===== src/rtl/mc_datapath_if.sv =====
// Control and memory bus between mc_datapath, its control unit and the
// instruction/data memories. The datapath sits on the slave modport.
interface mc_datapath_if;
    logic        pc_enable;
    logic        npc_enable;
    logic        ir_enable;
    logic        pc_select_enable;
    logic        reg_write_enable;
    logic        writeback_select_enable;
    logic        mux1_select_enable;
    logic        mux2_select_enable;
    logic        mem_write_enable;
    logic        mem_data_select_enable;
    logic [10:0] alu_op;

    logic [5:0]  opcode;
    logic [10:0] ALUfunc;
    logic        equal;
    logic [31:0] rt;

    logic [31:0] imem_addr;
    logic [31:0] imem_rdata;
    logic [31:0] dmem_addr;
    logic [31:0] dmem_wdata;
    logic        dmem_we;
    logic [31:0] dmem_rdata;

    modport master (
        output pc_enable, npc_enable, ir_enable, pc_select_enable,
               reg_write_enable, writeback_select_enable,
               mux1_select_enable, mux2_select_enable,
               mem_write_enable, mem_data_select_enable, alu_op,
               imem_rdata, dmem_rdata,
        input  opcode, ALUfunc, equal, rt,
               imem_addr, dmem_addr, dmem_wdata, dmem_we
    );

    modport slave (
        input  pc_enable, npc_enable, ir_enable, pc_select_enable,
               reg_write_enable, writeback_select_enable,
               mux1_select_enable, mux2_select_enable,
               mem_write_enable, mem_data_select_enable, alu_op,
               imem_rdata, dmem_rdata,
        output opcode, ALUfunc, equal, rt,
               imem_addr, dmem_addr, dmem_wdata, dmem_we
    );
endinterface


===== src/rtl/mc_datapath.sv =====
// Multicycle MIPS-subset datapath: PC/NPC/IR, 32x32 register file,
// operand latches A/B, ALUOut and LMD, steered by control-unit strobes.
module mc_datapath #(
    parameter logic [31:0] RESET_PC = 32'h0000_0000
) (
    input logic          clk,
    input logic          reset,
    mc_datapath_if.slave bus
);

    logic [31:0] pc;
    logic [31:0] npc;
    logic [31:0] ir;
    logic [31:0] a_reg;
    logic [31:0] b_reg;
    logic [31:0] alu_out;
    logic [31:0] lmd;
    logic [31:0] rf [32];

    logic [4:0]  rs_idx;
    logic [4:0]  rt_idx;
    logic [4:0]  dst_idx;
    logic [31:0] rs_val;
    logic [31:0] rt_val;
    logic [31:0] imm_sext;
    logic [31:0] src_a;
    logic [31:0] src_b;
    logic [31:0] alu_result;
    logic [31:0] wb_data;
    logic        unused_alu_op_hi;

    assign rs_idx   = ir[25:21];
    assign rt_idx   = ir[20:16];
    assign dst_idx  = bus.mem_data_select_enable ? ir[15:11] : ir[20:16];
    assign rs_val   = (rs_idx == 5'd0) ? '0 : rf[rs_idx];
    assign rt_val   = (rt_idx == 5'd0) ? '0 : rf[rt_idx];
    assign imm_sext = {{16{ir[15]}}, ir[15:0]};
    assign src_a    = bus.mux1_select_enable ? a_reg : pc;
    assign src_b    = bus.mux2_select_enable ? imm_sext : b_reg;
    assign wb_data  = bus.writeback_select_enable ? lmd : alu_out;

    // Only the low six bits of alu_op select an operation.
    assign unused_alu_op_hi = ^bus.alu_op[10:6];

    // ALU operation decode; unknown codes yield zero.
    always_comb begin
        alu_result = '0;
        case (bus.alu_op[5:0])
            6'b100000: alu_result = src_a + src_b;
            6'b100010: alu_result = src_a - src_b;
            6'b100100: alu_result = src_a & src_b;
            6'b100101: alu_result = src_a | src_b;
            6'b100110: alu_result = src_a ^ src_b;
            6'b101010: alu_result = {31'b0, $signed(src_a) < $signed(src_b)};
            6'b001010: alu_result = src_a;
            6'b101000: alu_result = src_a + {src_b[29:0], 2'b00};
            6'b110000: alu_result = {pc[31:28], ir[25:0], 2'b00};
            6'b111000: alu_result = src_a + src_b;
            default:   alu_result = '0;
        endcase
    end

    // All architectural and pipeline-latch state; reset overrides every write.
    always_ff @(posedge clk) begin
        if (reset) begin
            pc      <= RESET_PC;
            npc     <= '0;
            ir      <= '0;
            a_reg   <= '0;
            b_reg   <= '0;
            alu_out <= '0;
            lmd     <= '0;
            for (int unsigned i = 0; i < 32; i++) begin
                rf[i] <= '0;
            end
        end else begin
            if (bus.npc_enable) begin
                npc <= pc + 32'd4;
            end
            if (bus.ir_enable) begin
                ir <= bus.imem_rdata;
            end
            if (bus.pc_enable) begin
                pc <= bus.pc_select_enable ? alu_out : npc;
            end
            a_reg   <= rs_val;
            b_reg   <= rt_val;
            alu_out <= alu_result;
            lmd     <= bus.dmem_rdata;
            if (bus.reg_write_enable && (dst_idx != 5'd0)) begin
                rf[dst_idx] <= wb_data;
            end
        end
    end

    assign bus.opcode     = ir[31:26];
    assign bus.ALUfunc    = ir[10:0];
    assign bus.equal      = (a_reg == b_reg);
    assign bus.rt         = b_reg;
    assign bus.imem_addr  = pc;
    assign bus.dmem_addr  = alu_out;
    assign bus.dmem_wdata = b_reg;
    assign bus.dmem_we    = bus.mem_write_enable & ~reset;

endmodule


===== src/flat_wrapper.sv =====
// flat-port wrapper written by rule: the top's interface ports become plain ports
module mc_datapath_flat 
#(
    parameter logic [31:0] RESET_PC = 32'h0000_0000
)
  (clk, reset, bus_pc_enable, bus_npc_enable, bus_ir_enable, bus_pc_select_enable, bus_reg_write_enable, bus_writeback_select_enable, bus_mux1_select_enable, bus_mux2_select_enable, bus_mem_write_enable, bus_mem_data_select_enable, bus_alu_op, bus_imem_rdata, bus_dmem_rdata, bus_opcode, bus_ALUfunc, bus_equal, bus_rt, bus_imem_addr, bus_dmem_addr, bus_dmem_wdata, bus_dmem_we);
  mc_datapath_if bus_i ();
  input logic clk;
  input logic reset;
  input wire logic [$bits(bus_i.pc_enable)-1:0] bus_pc_enable;
  input wire logic [$bits(bus_i.npc_enable)-1:0] bus_npc_enable;
  input wire logic [$bits(bus_i.ir_enable)-1:0] bus_ir_enable;
  input wire logic [$bits(bus_i.pc_select_enable)-1:0] bus_pc_select_enable;
  input wire logic [$bits(bus_i.reg_write_enable)-1:0] bus_reg_write_enable;
  input wire logic [$bits(bus_i.writeback_select_enable)-1:0] bus_writeback_select_enable;
  input wire logic [$bits(bus_i.mux1_select_enable)-1:0] bus_mux1_select_enable;
  input wire logic [$bits(bus_i.mux2_select_enable)-1:0] bus_mux2_select_enable;
  input wire logic [$bits(bus_i.mem_write_enable)-1:0] bus_mem_write_enable;
  input wire logic [$bits(bus_i.mem_data_select_enable)-1:0] bus_mem_data_select_enable;
  input wire logic [$bits(bus_i.alu_op)-1:0] bus_alu_op;
  input wire logic [$bits(bus_i.imem_rdata)-1:0] bus_imem_rdata;
  input wire logic [$bits(bus_i.dmem_rdata)-1:0] bus_dmem_rdata;
  output wire logic [$bits(bus_i.opcode)-1:0] bus_opcode;
  output wire logic [$bits(bus_i.ALUfunc)-1:0] bus_ALUfunc;
  output wire logic [$bits(bus_i.equal)-1:0] bus_equal;
  output wire logic [$bits(bus_i.rt)-1:0] bus_rt;
  output wire logic [$bits(bus_i.imem_addr)-1:0] bus_imem_addr;
  output wire logic [$bits(bus_i.dmem_addr)-1:0] bus_dmem_addr;
  output wire logic [$bits(bus_i.dmem_wdata)-1:0] bus_dmem_wdata;
  output wire logic [$bits(bus_i.dmem_we)-1:0] bus_dmem_we;
  assign bus_i.pc_enable = bus_pc_enable;
  assign bus_i.npc_enable = bus_npc_enable;
  assign bus_i.ir_enable = bus_ir_enable;
  assign bus_i.pc_select_enable = bus_pc_select_enable;
  assign bus_i.reg_write_enable = bus_reg_write_enable;
  assign bus_i.writeback_select_enable = bus_writeback_select_enable;
  assign bus_i.mux1_select_enable = bus_mux1_select_enable;
  assign bus_i.mux2_select_enable = bus_mux2_select_enable;
  assign bus_i.mem_write_enable = bus_mem_write_enable;
  assign bus_i.mem_data_select_enable = bus_mem_data_select_enable;
  assign bus_i.alu_op = bus_alu_op;
  assign bus_i.imem_rdata = bus_imem_rdata;
  assign bus_i.dmem_rdata = bus_dmem_rdata;
  assign bus_opcode = bus_i.opcode;
  assign bus_ALUfunc = bus_i.ALUfunc;
  assign bus_equal = bus_i.equal;
  assign bus_rt = bus_i.rt;
  assign bus_imem_addr = bus_i.imem_addr;
  assign bus_dmem_addr = bus_i.dmem_addr;
  assign bus_dmem_wdata = bus_i.dmem_wdata;
  assign bus_dmem_we = bus_i.dmem_we;
  mc_datapath #(.RESET_PC(RESET_PC)) u_core (.clk(clk), .reset(reset), .bus(bus_i));
endmodule

===== config.mk =====
export PLATFORM = sky130hd
export DESIGN_NAME = mc_datapath_flat
export DESIGN_NICKNAME = d
export VERILOG_FILES = /design/src/rtl/mc_datapath_if.sv /design/src/rtl/mc_datapath.sv /design/src/flat_wrapper.sv
export SDC_FILE = /design/constraint.sdc
export NUM_CORES = 2
export LEC_CHECK = 0
export CAP_MARGIN = 20
export CORE_UTILIZATION = 62
export DETAILED_ROUTE_END_ITERATION = 6
export PLACE_DENSITY = 0.81
export SLEW_MARGIN = 30
export SYNTH_ARGS = -nofsm -noshare
export SYNTH_HDL_FRONTEND = slang
export SYNTH_SLANG_ARGS = --single-unit

===== constraint.sdc =====
create_clock -name clk -period 6.8 [get_ports clk]
set_clock_uncertainty 0.15 [all_clocks]
set_input_delay 1.36 -clock clk [delete_from_list [all_inputs] [get_ports clk]]
set_output_delay 1.36 -clock clk [all_outputs]
set_load 0.01 [all_outputs]

== Yosys cells after proc, flatten, opt, wreduce, memory -nomap -nowiden ==
Memories as Yosys holds them, arrays and structs flattened. A register that Yosys moved wholly into a read port is not among the register bits.
Index checks and enable logic that the tools add are counted.

* Register bits after elaboration: 160
* Memory bits (writable): 1,024
* Word-level logic and storage cells: 49
* Memories kept: 1

{| class="wikitable"
|+ Memories
! name !! depth !! width !! rd ports !! clocked after Yosys merged registers in !! write ports !! RTL line !! text
|-
| u_core.rf || 32 || 32 || 2 || 2 || 32 || mc_datapath.sv:18 || <nowiki>logic [31:0] rf [32];</nowiki>
|}

* $add $sub $neg: 4
* Magnitude comparators: 1
* Eq/ne operators: 11
* Muxes and demuxes: 14
* Bitwise gates (word level): 5
* Reductions and logical operators: 8

{| class="wikitable"
|+ Operator list
! kind !! number
|-
| $pmux 32 s9 || 1
|-
| $mux 32 || 5
|-
| $add 32x32->32 || 2
|-
| $eq 6x6->1 const B || 9
|-
| $add 32x3->32 const B || 1
|-
| $and 32x32->32 || 1
|-
| $eq 32x32->1 || 1
|-
| $lt 32x32->1 || 1
|-
| $or 32x32->32 || 1
|-
| $reduce_or 32->1 || 1
|-
| $sub 32x32->32 || 1
|-
| $xor 32x32->32 || 1
|-
| $logic_not 5->1 || 2
|-
| $mux 5 || 2
|-
| $eq 6x4->1 const B || 1
|-
| $mux 1 || 6
|-
| $reduce_or 2->1 || 3
|-
| $reduce_bool 5->1 || 1
|-
| $and 1x1->1 || 1
|-
| $logic_and 1x1->1 || 1
|-
| $not 1->1 || 1
|}

== Depth between registers and ports, before layout ==
* Word-level depth: 8
* Depth in mapped cells: 17
* Gate-level depth less buffers: 14

== Least setup slack after synthesis ==
OpenSTA, ideal clock, no wires.

* Path kind: input to register
* Start point: input port bus_mux2_select_enable
* End point: register u_core.alu_out[25], in the netlist u_core.bus.dmem_addr[25]
* Setup time: 0.133 ns
* Data arrival time: 4.890 ns
* Required time: 6.517 ns
* Setup slack: 1.628 ns
* Cell stages on the path: 14
* Path buffers: 2
* Cell sequence: clkbuf_1 clkbuf_1 mux2i_1 inv_1 ha_1 a211oi_1 nor2_1 a2111o_1 a31oi_2 o31ai_1 a21o_1 xor2_1 a221oi_1 a31oi_1

* Word-level cells in the longest chain between the ends: 3

{| class="wikitable"
|+ RTL lines
! item !! RTL line !! text
|-
| start, declared || flat_wrapper.sv:17 || <nowiki>input wire logic [$bits(bus_i.mux2_select_enable)-1:0] bus_mux2_select_enable;</nowiki>
|-
| $mux 32 * || mc_datapath.sv:39 || <nowiki>assign src_b = bus.mux2_select_enable ? imm_sext : b_reg;</nowiki>
|-
| $add 32x32->32 (tied with other cells) || mc_datapath.sv:49, mc_datapath.sv:58 ||
|-
| $pmux 32 s9 * || mc_datapath.sv:48 || <nowiki>case (bus.alu_op[5:0])</nowiki>
|-
| end signal, assigned || mc_datapath.sv:88 || <nowiki>alu_out <= alu_result;</nowiki>
|-
| end, declared || mc_datapath.sv:16 || <nowiki>logic [31:0] alu_out;</nowiki>
|}

Every way passes the cells marked *; elsewhere a longest branch is shown, timed or not.
A chain may end at the register's enable or synchronous reset.

== Worst setup path in the final report ==
* Start point: input port bus_mux2_select_enable
* End point: register u_core.alu_out[0], in the netlist u_core.bus.dmem_addr[0]

* Word-level cells in the longest chain between the ends: 3

{| class="wikitable"
|+ RTL lines
! item !! RTL line
|-
| $mux 32 * || mc_datapath.sv:39
|-
| $add 32x32->32 (tied with other cells) || mc_datapath.sv:49, mc_datapath.sv:58
|-
| $pmux 32 s9 * || mc_datapath.sv:48
|}

Marks and branches as above.

==> results.cfg <==
[place]
place_hpwl_mm = 155
place.gp.congestion = 1.01
port_buffers = 228
place_area_um2 = 71500

[die]
die_w_um = 332
io_pins = 234
die_area_um2 = 110000
fp.coreArea_um2 = 108000
die_y_um = 332
placementRows = 120
start_util = 0.628

[finish]
stdcell_area_um2 = 75900
final_util = 0.706
largest_reg_flops = 1024
synthToLayoutAreaGrowth_pct = 12.5
layout-drive-gt1-share = 0.191
nets = 5644
regMostFlops = u_core.rf

[clock_network]
cts_max_path_buffers = 3
postCtsSetupBuffers = 0
h-tree-depth = 4
clock-root-buffer = clkbuf_16
tritoncts = built
cts_buffers = 134
clk_pin_slew_ns = 0.06
cts.repair.resized = 0
hold_buffers = 0
clock-sinks = 1248
clk_latency_ns = 0.80

[hold_path]
hold_end = u_core.npc[30]
min_from = u_core.npc[30]
hold_class = reg -> reg
holdPathStages = 2

[timing]
rsz0062_at_grt = false
drv_slew = 0
period_minus_slack_ns = 5.46
worst_pin_slew_ns = 1.10
fmax_mhz = 183
fin_hold_ws_ns = 0.335
hold_viol = 0
relSlewSlack = 0.267
setup_viol = 0
fin_crit_sh = 0.803
setup_tns_ns = 0

[logic_synthesis]
synth_area_per_cell_um2 = 12.5
synthFlopType = edfxtp_1
synthTopCellsByArea = edfxtp_1 46%, mux4_2 17%, nor2_1 7.0%
synth_edf_count = 1024
yosysSeqAreaShare = 0.522
ys_types = 90
synthCells = 5405
synth_top_area_frac = 0.456
syn-cell-area_um2 = 67500
synthArstFlopShare = 0
synth_largest_area_cell = edfxtp_1
ys_warn_count = 0
synth.ff_latch_count = 1248

[power_and_ir_drop]
intPower_mw = 13.8
p_comb_frac = 0.159
clockPowerShare = 0.374
power_leakage_nw = 25.8
ir_drop_v = 0.000254
pwr-share-seq = 0.467
p_per_area_nw_per_um2 = 252
total_power_mw = 19.1
switching_share = 0.281
switchingPower_mw = 5.37

[routing]
via_count = 51900
via_per_inst = 7.48
ant_nets = 0
drtIter0Drc = 8743
first_pass_iters = 7
finalWirelength_mm = 247
wl_per_cell_um = 35.6
drc = 22

[job]
drv_cap = 0

[critical_path]
cp_max_fo = 16
r2r-end = u_core.bus.dmem_addr[0]
cp-start-kind = primary input
cp.required_ns = 7.36
r2r-start = u_core.bus.dmem_wdata[0]
worstSetupPathType = in -> reg
critPathCaptureType = flop
reg2reg_depth = 15
worst-r2r-setup-slack_ns = 2.07
critical_path_arrival_ns = 6.02

[global_route]
grt_pass1_wl_mm = 349
antenna_found_initial = 9
first_global_vias = 51500
grt.total_usage = 0.445
grt_overflow = 0
grt_max_degree = 116

[run_status]
violations = DRC
status = finished with violations
[power groups by stage]
stage / Clock (mW) / Sequential [mW] / Combinational (mW)
finish: 7.16 / 8.93 / 3.05
global route: 7.42 / 8.94 / 3.15
CTS: 7.14 / 8.91 / 2.91
detailed placement: 0 / 9.06 / 2.89
global placement: 0 / 9.02 / 2.82
floorplan: 0 / 8.87 / 1.90
[synthesized netlist by cell type, drive strengths merged (52+ instances only)]
| cell type | count |
|---|---|
| inv | 111 |
| o22ai | 62 |
| nand2 | 167 |
| nor2 | 1258 |
| mux2 | 66 |
| clkbuf | 385 |
| buf | 160 |
| ha | 126 |
| edfxtp | 1024 |
| o221ai | 52 |
| a21oi | 158 |
| mux4 | 500 |
| mux2i | 299 |
| xor2 | 59 |
| o21ai | 90 |
| a211oi | 100 |
| dfxtp | 224 |
[metrics by stage]
step	instances	setup slack, ns
2_1_floorplan	5436	1.63
3_3_place_gp	6664	0.701
3_5_place_dp	6688	0.656
4_1_cts	6928	1.48
5_1_grt	6935	1.35
6_report	6939	1.34
[layout make-up]
class                   instances  area [um2]
diodes                          4        10.0
inverters                     113         424
fillers                      7030       31600
flip-flops and latches       1248       35300
well taps                    1403        1760
multi-input cells            3530       30200
repair buffers                401        4010
clock inverters                50         462
clock buffers                 190        3750
[cell families after synthesis]
kind of cell               count (synthesis)  share of synthesized area
other                                      1                  0.0000556
xor gates and xnor gates                  89                     0.0116
and+or+nand+nor                         1681                      0.102
adders and majority gates                129                     0.0243
AOI/OAI and AO/OA                        734                     0.0767
DFF                                     1248                      0.522
buffers and inverters                    658                     0.0407
muxes                                    865                      0.222
[worst max-delay path by stage]
stage / slack (ns) / startpoint / cells after the start / end
floorplan: 1.63 / bus_mux2_select_enable / 14 / u_core.bus.dmem_addr[25]
global placement: 0.70 / bus_mux2_select_enable / 14 / u_core.bus.dmem_addr[0]
detailed placement: 0.66 / bus_mux2_select_enable / 13 / u_core.bus.dmem_addr[28]
CTS: 1.48 / bus_mux2_select_enable / 14 / u_core.bus.dmem_addr[0]
global route: 1.35 / bus_mux2_select_enable / 13 / u_core.bus.dmem_addr[28]
finish: 1.34 / bus_mux2_select_enable / 14 / u_core.bus.dmem_addr[0]
[worst max-delay path: stages]
cell and delay [ns]:
clkdlybuf4s50_1 0.62, buf_4 0.38, mux2i_1 0.27, fa_1 0.48, nor2b_1 0.17, o21ai_0 0.36, a31oi_1 0.27, o2111ai_1 0.54
a32oi_1 0.27, a21bo_2 0.28, o31ai_1 0.50, o41ai_2 0.10, buf_4 0.19, a31oi_1 0.18
[routing by layer]
metal | vias up | track usage | wire [um]
met5 | - | 0.0113 | 236
met4 | 12 | 0.322 | 22200
li1 | 20300 | - | -
met1 | 25100 | 0.525 | 76700
met3 | 1370 | 0.164 | 38600
met2 | 5061 | 0.672 | 110000
[layout by cell type, fill, tap and decap left out, drive strengths merged, types with 100 or more instances in the layout]
cell,n
buf,181
ha,126
a21oi,158
edfxtp,1024
clkdlybuf4s50,220
nand2,167
nor2,1258
clkbuf,190
mux4,500
inv,117
a211oi,100
dfxtp,224
mux2i,299
(Power assumes the default switching activity.)
